`src/rtl/pc_flag_sequencer.sv`:
```
// Program-counter and flag sequencer sitting directly behind the combinational ALU.
//
// Registers the ALU carry/compare results into architectural flag flops.
// Returns the registered carry to the ALU.
// Owns the program counter and the IDLE/RUN/HALTED run-control machine.
// Each instruction occupies two PC steps, and the ALU executes on odd PC values.
//
// Ports:
//   CLK       - system clock, all state updates on the rising edge
//   Reset     - synchronous active-high reset, highest priority
//   Start     - single-cycle pulse, (re)starts execution at START_ADDR (IDLE/HALTED only)
//   Halt      - decoded halt, acted on in RUN on odd PC
//   BrOp      - 00 none, 01 branch-if-equal, 10 branch-if-greater, 11 unconditional
//   BrTarget  - absolute branch target, bit 0 forced to 0
//   FlagWe    - capture AluBeq/AluBgt (RUN, odd PC)
//   CarryWe   - capture AluScOut (RUN, odd PC)
//   AluScOut, AluBeq, AluBgt - ALU results
//   PC        - current program counter (fetch address and ALU PC input)
//   SC_IN     - registered carry back to the ALU
//   BeqFlag, BgtFlag - registered compare flags
//   Running   - high in RUN
//   Done      - high in HALTED
module pc_flag_sequencer #(
  parameter int unsigned PC_W       = 13,
  parameter int unsigned START_ADDR = 0
) (
  input  logic            CLK,
  input  logic            Reset,
  input  logic            Start,
  input  logic            Halt,
  input  logic [1:0]      BrOp,
  input  logic [PC_W-1:0] BrTarget,
  input  logic            FlagWe,
  input  logic            CarryWe,
  input  logic            AluScOut,
  input  logic            AluBeq,
  input  logic            AluBgt,
  output logic [PC_W-1:0] PC,
  output logic            SC_IN,
  output logic            BeqFlag,
  output logic            BgtFlag,
  output logic            Running,
  output logic            Done
);

  typedef enum logic [1:0] {
    ST_IDLE   = 2'b00,
    ST_RUN    = 2'b01,
    ST_HALTED = 2'b10
  } state_t;

  localparam logic [1:0] BR_NONE = 2'b00;
  localparam logic [1:0] BR_EQ   = 2'b01;
  localparam logic [1:0] BR_GT   = 2'b10;
  localparam logic [1:0] BR_ALL  = 2'b11;

  // Start address with the instruction-alignment bit cleared.
  localparam logic [PC_W-1:0] START_PC = PC_W'(START_ADDR) & ~PC_W'(1);

  state_t          state;
  logic            br_taken;
  logic [PC_W-1:0] br_pc;
  logic [PC_W-1:0] pc_inc;

  // Branch decision uses the flags as they stand before this edge, so a
  // same-cycle flag write only affects the following instruction.
  always_comb begin
    br_taken = 1'b0;
    unique case (BrOp)
      BR_NONE: br_taken = 1'b0;
      BR_EQ:   br_taken = BeqFlag;
      BR_GT:   br_taken = BgtFlag;
      BR_ALL:  br_taken = 1'b1;
      default: br_taken = 1'b0;
    endcase
  end

  assign br_pc  = BrTarget & ~PC_W'(1);
  assign pc_inc = PC + PC_W'(1);  // wraps modulo 2^PC_W

  // Run-control FSM, PC and flag registers.
  always_ff @(posedge CLK) begin
    if (Reset) begin
      state   <= ST_IDLE;
      PC      <= '0;
      SC_IN   <= 1'b0;
      BeqFlag <= 1'b0;
      BgtFlag <= 1'b0;
      Running <= 1'b0;
      Done    <= 1'b0;
    end else begin
      unique case (state)
        ST_IDLE, ST_HALTED: begin
          // PC and flags hold until a Start reloads them.
          if (Start) begin
            state   <= ST_RUN;
            PC      <= START_PC;
            SC_IN   <= 1'b0;
            BeqFlag <= 1'b0;
            BgtFlag <= 1'b0;
            Running <= 1'b1;
            Done    <= 1'b0;
          end
        end

        ST_RUN: begin
          if (!PC[0]) begin
            // Fetch half of the instruction: just step.
            PC <= pc_inc;
          end else begin
            // Execute half: capture ALU results, then resolve halt/branch.
            if (CarryWe) SC_IN <= AluScOut;
            if (FlagWe) begin
              BeqFlag <= AluBeq;
              BgtFlag <= AluBgt;
            end
            if (Halt) begin
              state   <= ST_HALTED;
              Running <= 1'b0;
              Done    <= 1'b1;
            end else if (br_taken) begin
              PC <= br_pc;
            end else begin
              PC <= pc_inc;
            end
          end
        end

        default: begin
          state   <= ST_IDLE;
          Running <= 1'b0;
          Done    <= 1'b0;
        end
      endcase
    end
  end

endmodule

```
`config.mk`:
```
export PLATFORM = sky130hd
export DESIGN_NAME = pc_flag_sequencer
export DESIGN_NICKNAME = d
export VERILOG_FILES = /design/src/rtl/pc_flag_sequencer.sv
export SDC_FILE = /design/constraint.sdc
export NUM_CORES = 1
export LEC_CHECK = 0
export CAP_MARGIN = 40
export CORE_UTILIZATION = 44
export DETAILED_ROUTE_END_ITERATION = 8
export PLACE_DENSITY_LB_ADDON = 0.2
export RECOVER_POWER = 100
export SETUP_SLACK_MARGIN = 0.15
export SLEW_MARGIN = 20
export SYNTH_ARGS = -nofsm -noshare
export SYNTH_HDL_FRONTEND = slang
export SYNTH_SLANG_ARGS = --single-unit
export TNS_END_PERCENT = 50
```
`constraint.sdc`:
```
create_clock -name CLK -period 1.73 [get_ports CLK]
set_input_delay 0.2595 -clock CLK [delete_from_list [all_inputs] [get_ports CLK]]
set_output_delay 0.2595 -clock CLK [all_outputs]
set_load 0.005 [all_outputs]
```
==> results.json <==
{
  "outcome": "finished, final reports clean",
  "cts.path.max_buffers": 2,
  "vias_per_cell": 5.85,
  "coreArea_mm2": 0.00252,
  "yosysWarnings": 0,
  "fmax_ghz": 0.613,
  "fp-row-count": 18,
  "crit_path_max_incr_delay_ps": 600,
  "hold_buffers": 0,
  "grt_pass1_wl_um": 5980,
  "setup.worst_path.end_class": "output pin",
  "synth_edf_count": 0,
  "wire_per_inst_um": 14.8,
  "busiest_layer": "met2",
  "grt_pass1_vias": 1352,
  "clk_latency_ps": 320,
  "synth_nets": 181,
  "powerDensity_mw_per_mm2": 525,
  "period_share_pct": 94.2,
  "whs_ps": 496,
  "vdd_ir_drop_max_v": 0.000654,
  "p_leak_nw": 0.743,
  "maxCapViolCount": 0,
  "grt_usage_pct": 27.9,
  "slowest_stage": "dlygate4sd3_1",
  "worst_pin_slew_ps": 325,
  "rsz0062_at_grt": "true",
  "arrival_ps": 1370,
  "maxSlewViolCount": 0,
  "worstReg2RegEnd": "PC[8]",
  "hp-class": "reg -> reg",
  "met1_usage_pct": 33.4,
  "yosysSeqAreaShare_pct": 31.7,
  "startpoint_type": "flop",
  "cts_buffers": 3,
  "drive_above_1_share_pct": 21.2,
  "start_util_pct": 47.6,
  "final_util_pct": 73.6,
  "ys.flop_type": "dfxtp_1",
  "holdPathEnd": "BeqFlag",
  "relSlewSlack_pct": 77.8,
  "post_synth.cell_area_avg_um2": 7.70,
  "h-tree-depth": 1,
  "vias": 1473,
  "drtPass1Iterations": 4,
  "grt_max_degree": 12,
  "layout_common_cells": "clkdlybuf4s50_1 (26), buf_4 (24), nand2_1 (18), nor2_1 (18), dfxtp_1 (15)",
  "path_delay_family": "buffers and inverters",
  "rr_worst_depth": 6,
  "grtUsageMet3_pct": 6.39,
  "critical_path.max_fanout": 6,
  "area_growth_pct": 54.6,
  "drt_iter0_markers": 47,
  "clock-skew-final_ps": 6.98,
  "antenna_cells": 0,
  "placement.io_buffers": 40,
  "drc": 0,
  "startpoint": "PC[6]",
  "place.gp.congestion": 0.832,
  "r2r_setup_slack_ps": 170,
  "clkTransAtPathRegs_ps": 120,
  "syn_inst": 156,
  "clkSinkCount": 19,
  "worst-setup-path-type": "reg -> out",
  "layout_commonest_cell": "clkdlybuf4s50_1",
  "die-height_um": 54.3,
  "antenna_found_initial": 0,
  "hold_start": "BeqFlag",
  "setup_ws_ps": 99.9,
  "cts_root_buffer": "clkbuf_4",
  "fin_crit_ps": 1630,
  "synth.distinct_cells": 46,
  "dieArea_mm2": 0.00294,
  "num-fill-cells": 211,
  "hpwlAfterDp_um": 2800,
  "reg2reg_from": "PC[1]",
  "timing.final.hold_violations": 0,
  "io_pins": 42,
  "die_w_um": 54.3,
  "nets": 248,
  "finalSetupViolations": 0,
  "ant_nets": 0,
  "whs_path_depth": 2,
  "path_buf_inv": 1,
  "synth-seq-cells": 19,
  "crit_chain": "dlygate4sd3_1",
  "syn-cell-area_mm2": 0.00120,
  "tritoncts": "done",
  "async_reset_ff_share_pct": 0,
  "drt-total-wl_um": 3720,
  "use_met2_pct": 49.0,
  "place_ws_ps": -187,
  "grt-ovfl-total": 0,
  "required_ps": 1470
}
## flip-flops by register name (all words and copies together) (netlist names)
| name | cells |
|---|---|
| BgtFlag | 1 |
| PC | 13 |
| state | 1 |
| BeqFlag | 1 |
| SC_IN | 1 |
| Running | 1 |
| Done | 1 |
## cells by family after synthesis
kind of cell	synth area share, %
and+or+nand+nor	28.6
AOI/OAI and AO/OA	28.8
DFF	31.7
buffers and inverters	4.37
xor gates and xnor gates	3.65
muxes	1.87
adders and majority gates	1.04
## where the power goes
group | total [mW] | internal [mW] | switching, mW
logic | 0.269 | 0.142 | 0.128
clock network | 0.245 | 0.0866 | 0.158
registers | 0.460 | 0.448 | 0.0122
## how the worst max path moves through the flow
stage | endpoint | slack [ps] | cells after the start
6_report | PC[6] | 100 | 1
5_1_grt | PC[6] | 60 | 1
3_3_place_gp | PC[8] | -130 | 7
2_1_floorplan | PC[8] | 170 | 6
4_1_cts | PC[0] | 100 | 2
3_5_place_dp | PC[8] | -190 | 7
## layer usage
| metal | share of wire (%) | up-vias |
|---|---|---|
| li1 | - | 716 |
| met1 | 42 | 696 |
| met2 | 49 | 50 |
| met3 | 6.1 | 11 |
| met4 | 2.1 | 0 |
| met5 | 0 | - |
## stage by stage
step / std cells / instance area (um2) / setup TNS, ps / power [mW]
2_1_floorplan: 156 / 1200 / 0 / 0.586
3_3_place_gp: 246 / 1800 / -691 / 0.728
3_5_place_dp: 246 / 1800 / -1130 / 0.736
4_1_cts: 250 / 1840 / 0 / 0.976
5_1_grt: 252 / 1860 / 0 / 1.02
6_report: 252 / 1860 / 0 / 0.975
## area by class of cell
class | count | area (um2) | area share, %
clock buffer | 3 | 22.5 | 1.21
timing repair buffer | 69 | 619 | 33.4
clock inverter | 1 | 5.00 | 0.270
inverter | 4 | 15.0 | 0.809
tap | 30 | 37.5 | 2.02
sequential | 19 | 388 | 20.9
multi-input combinational | 126 | 769 | 41.4
## synthesized netlist by cell type, drive strengths merged, types with 2 or more instances
master / n / area, um2
nor2: 20 / 85.1
dfxtp: 19 / 380
nand2: 18 / 67.6
a21oi: 15 / 78.8
o21ai: 11 / 58.8
nand3: 8 / 40.0
nor3: 7 / 46.3
a31oi: 5 / 31.3
a22oi: 4 / 30.0
buf: 4 / 26.3
a211oi: 3 / 32.5
a222oi: 3 / 30.0
and3: 3 / 18.8
clkbuf: 3 / 11.3
inv: 3 / 11.3
xnor2: 3 / 26.3
and2: 2 / 15.0
and2b: 2 / 15.0
mux2: 2 / 22.5
nand2b: 2 / 12.5
nand4: 2 / 12.5
xor2: 2 / 17.5
## what timing repair did
item                       in CTS  in global routing
resized for setup               3                  9
setup endpoints to repair      14                 21
pin swaps                       0                  2
setup buffers                   0                  2
(Power assumes the default switching activity.)
==> edit (same settings) <==
Set the parameter `PC_W` to 11 (it was 13).
--- a/src/rtl/pc_flag_sequencer.sv
+++ b/src/rtl/pc_flag_sequencer.sv
@@ -22,5 +22,5 @@
 //   Done      - high in HALTED
 module pc_flag_sequencer #(
-  parameter int unsigned PC_W       = 13,
+  parameter int unsigned PC_W       = 11,
   parameter int unsigned START_ADDR = 0
 ) (
Interface: changed (resized BrTarget and PC); port bits go from 42 to 38. No check against the original RTL was run, so the function may have changed too.
==> edit against the original RTL <==
Sequential cell count down 2; total power shrank 18%; hold slack better by 0.0056 ns; non-clock buffer count fell by 19; final area shrank 17%; sequential share of layout area is 1.5 points higher; via count shrank 24%; routed wire length is 23% lower; synthesized area is 14% lower; worst setup slack better by 0.024 ns; core utilization shrank 4.0 points; clock power is 9.8% lower; die area is 14% lower; largest cell class unchanged.
==> edit: results <==
[final_layout]
largest_register = "PC"
fillers = 207
largest_reg_flops = 11
drive_gt1_share_pct = 15.5
antenna_cells = 0
final_cells = 202

[power]
ir_drop_mv = 0.513
p_leak_nw = 0.582
pg_seq_w = 0.000405
pg_clk_w = 0.000221
clkPwrFrac_pct = 27.5
internal-power_w = 0.000576

[clock_network]
insertion_delay_ns = 0.29
cts_resized = 1
cts_htree_levels = 1
cts_buffers = 3

[worst_setup_path]
crit_family = "buffers and inverters"
crit_slowest_cell = "dlygate4sd3_1"
crit_fanout = 7

[worst_hold_path]
min-delay-path-class = "reg2reg"

[placement]
placed_area_um2 = 1500
place_ws_ns = -0.132
portBuffers = 36
gp_congestion = 0.823
dpl.hpwl_mm = 2.21

[detailed_routing]
drt_first_pass_iters = 4
via_per_inst = 5.53
wire_per_inst_um = 14.2
first_iter_violations = 21

[yosys]
yosysWarnings = 0
ys_seq_area_share_pct = 33.0
synth.distinct_cells = 42
synthArstFlopShare_pct = 0
synthCells = 126
synth_commonest_cells = "17 x dfxtp_1, 13 x nand2_1, 11 x nor2_1, 10 x nand3_1, 9 x a21oi_1"
synth_area_leaders = "dfxtp_1 33%, nand3_1 4.8%, nand2_1 4.7%, a21oi_1 4.4%, nor2_1 4.0%"
synth_nets = 149

[grt]
grt_usage_pct = 24.7
grt_pass1_wl_mm = 4.80
first_global_vias = 1147

[sta]
slew_headroom_pct = 77.3
fin_skew_ns = 0.00490
setup_viol = 0

[status]
status = "finished, final reports clean"
==> edit: layout make-up <==
cell class | instances | area [µm²] | area share, %
Clock buffer | 3 | 22.5 | 1.46
Clock inverter | 1 | 5.00 | 0.325
Multi-Input combinational cell | 103 | 676 | 43.9
Sequential cell | 17 | 344 | 22.4
Tap cell | 28 | 35.0 | 2.28
Timing Repair Buffer | 50 | 457 | 29.7
==> edit: cells by family (layout without fill, tap and decap cells) <==
logic type | Yosys count | in the layout | share of synthesized area, %
compound gates | 32 | 32 | 21.6
xor+xnor | 3 | 3 | 2.55
fa+ha+maj | 1 | 1 | 1.21
buf+inv | 6 | 54 | 3.64
flops | 17 | 17 | 33.0
mux | 4 | 4 | 3.88
simple gates | 63 | 63 | 34.2
==> edit: metal layers <==
| metal | part of all wire [%] | wire, µm | track usage (%) | vias up |
|---|---|---|---|---|
| li1 | - | - | - | 565 |
| met1 | 44 | 1250 | 28.8 | 523 |
| met2 | 52 | 1480 | 44.4 | 27 |
| met3 | 4.2 | 120 | 3.94 | 2 |
| met4 | 0.49 | 14 | 9.72 | 0 |
| met5 | 0 | 0 | 0 | - |
==> edit: worst min-delay path: stages (launching register included) <==
cell,delay [ns]
dfxtp_1,0.34
a21oi_1,0.06
nor2_1,0.07
==> edit: worst paths after layout <==
kind / from / to / slack (ns) / cells after the start
hold / removal: Running$_SDFFE_PP0P_ / Running$_SDFFE_PP0P_ / 0.50 / 2
setup / recovery: PC[5]$_SDFFE_PP0P_ / PC[5] / 0.12 / 1
hold reg to reg: Running$_SDFFE_PP0P_ / Running$_SDFFE_PP0P_ / 0.50 / 2
setup reg to reg: state[0]$_SDFFE_PP0P_ / PC[7]$_SDFFE_PP0P_ / 0.17 / 5
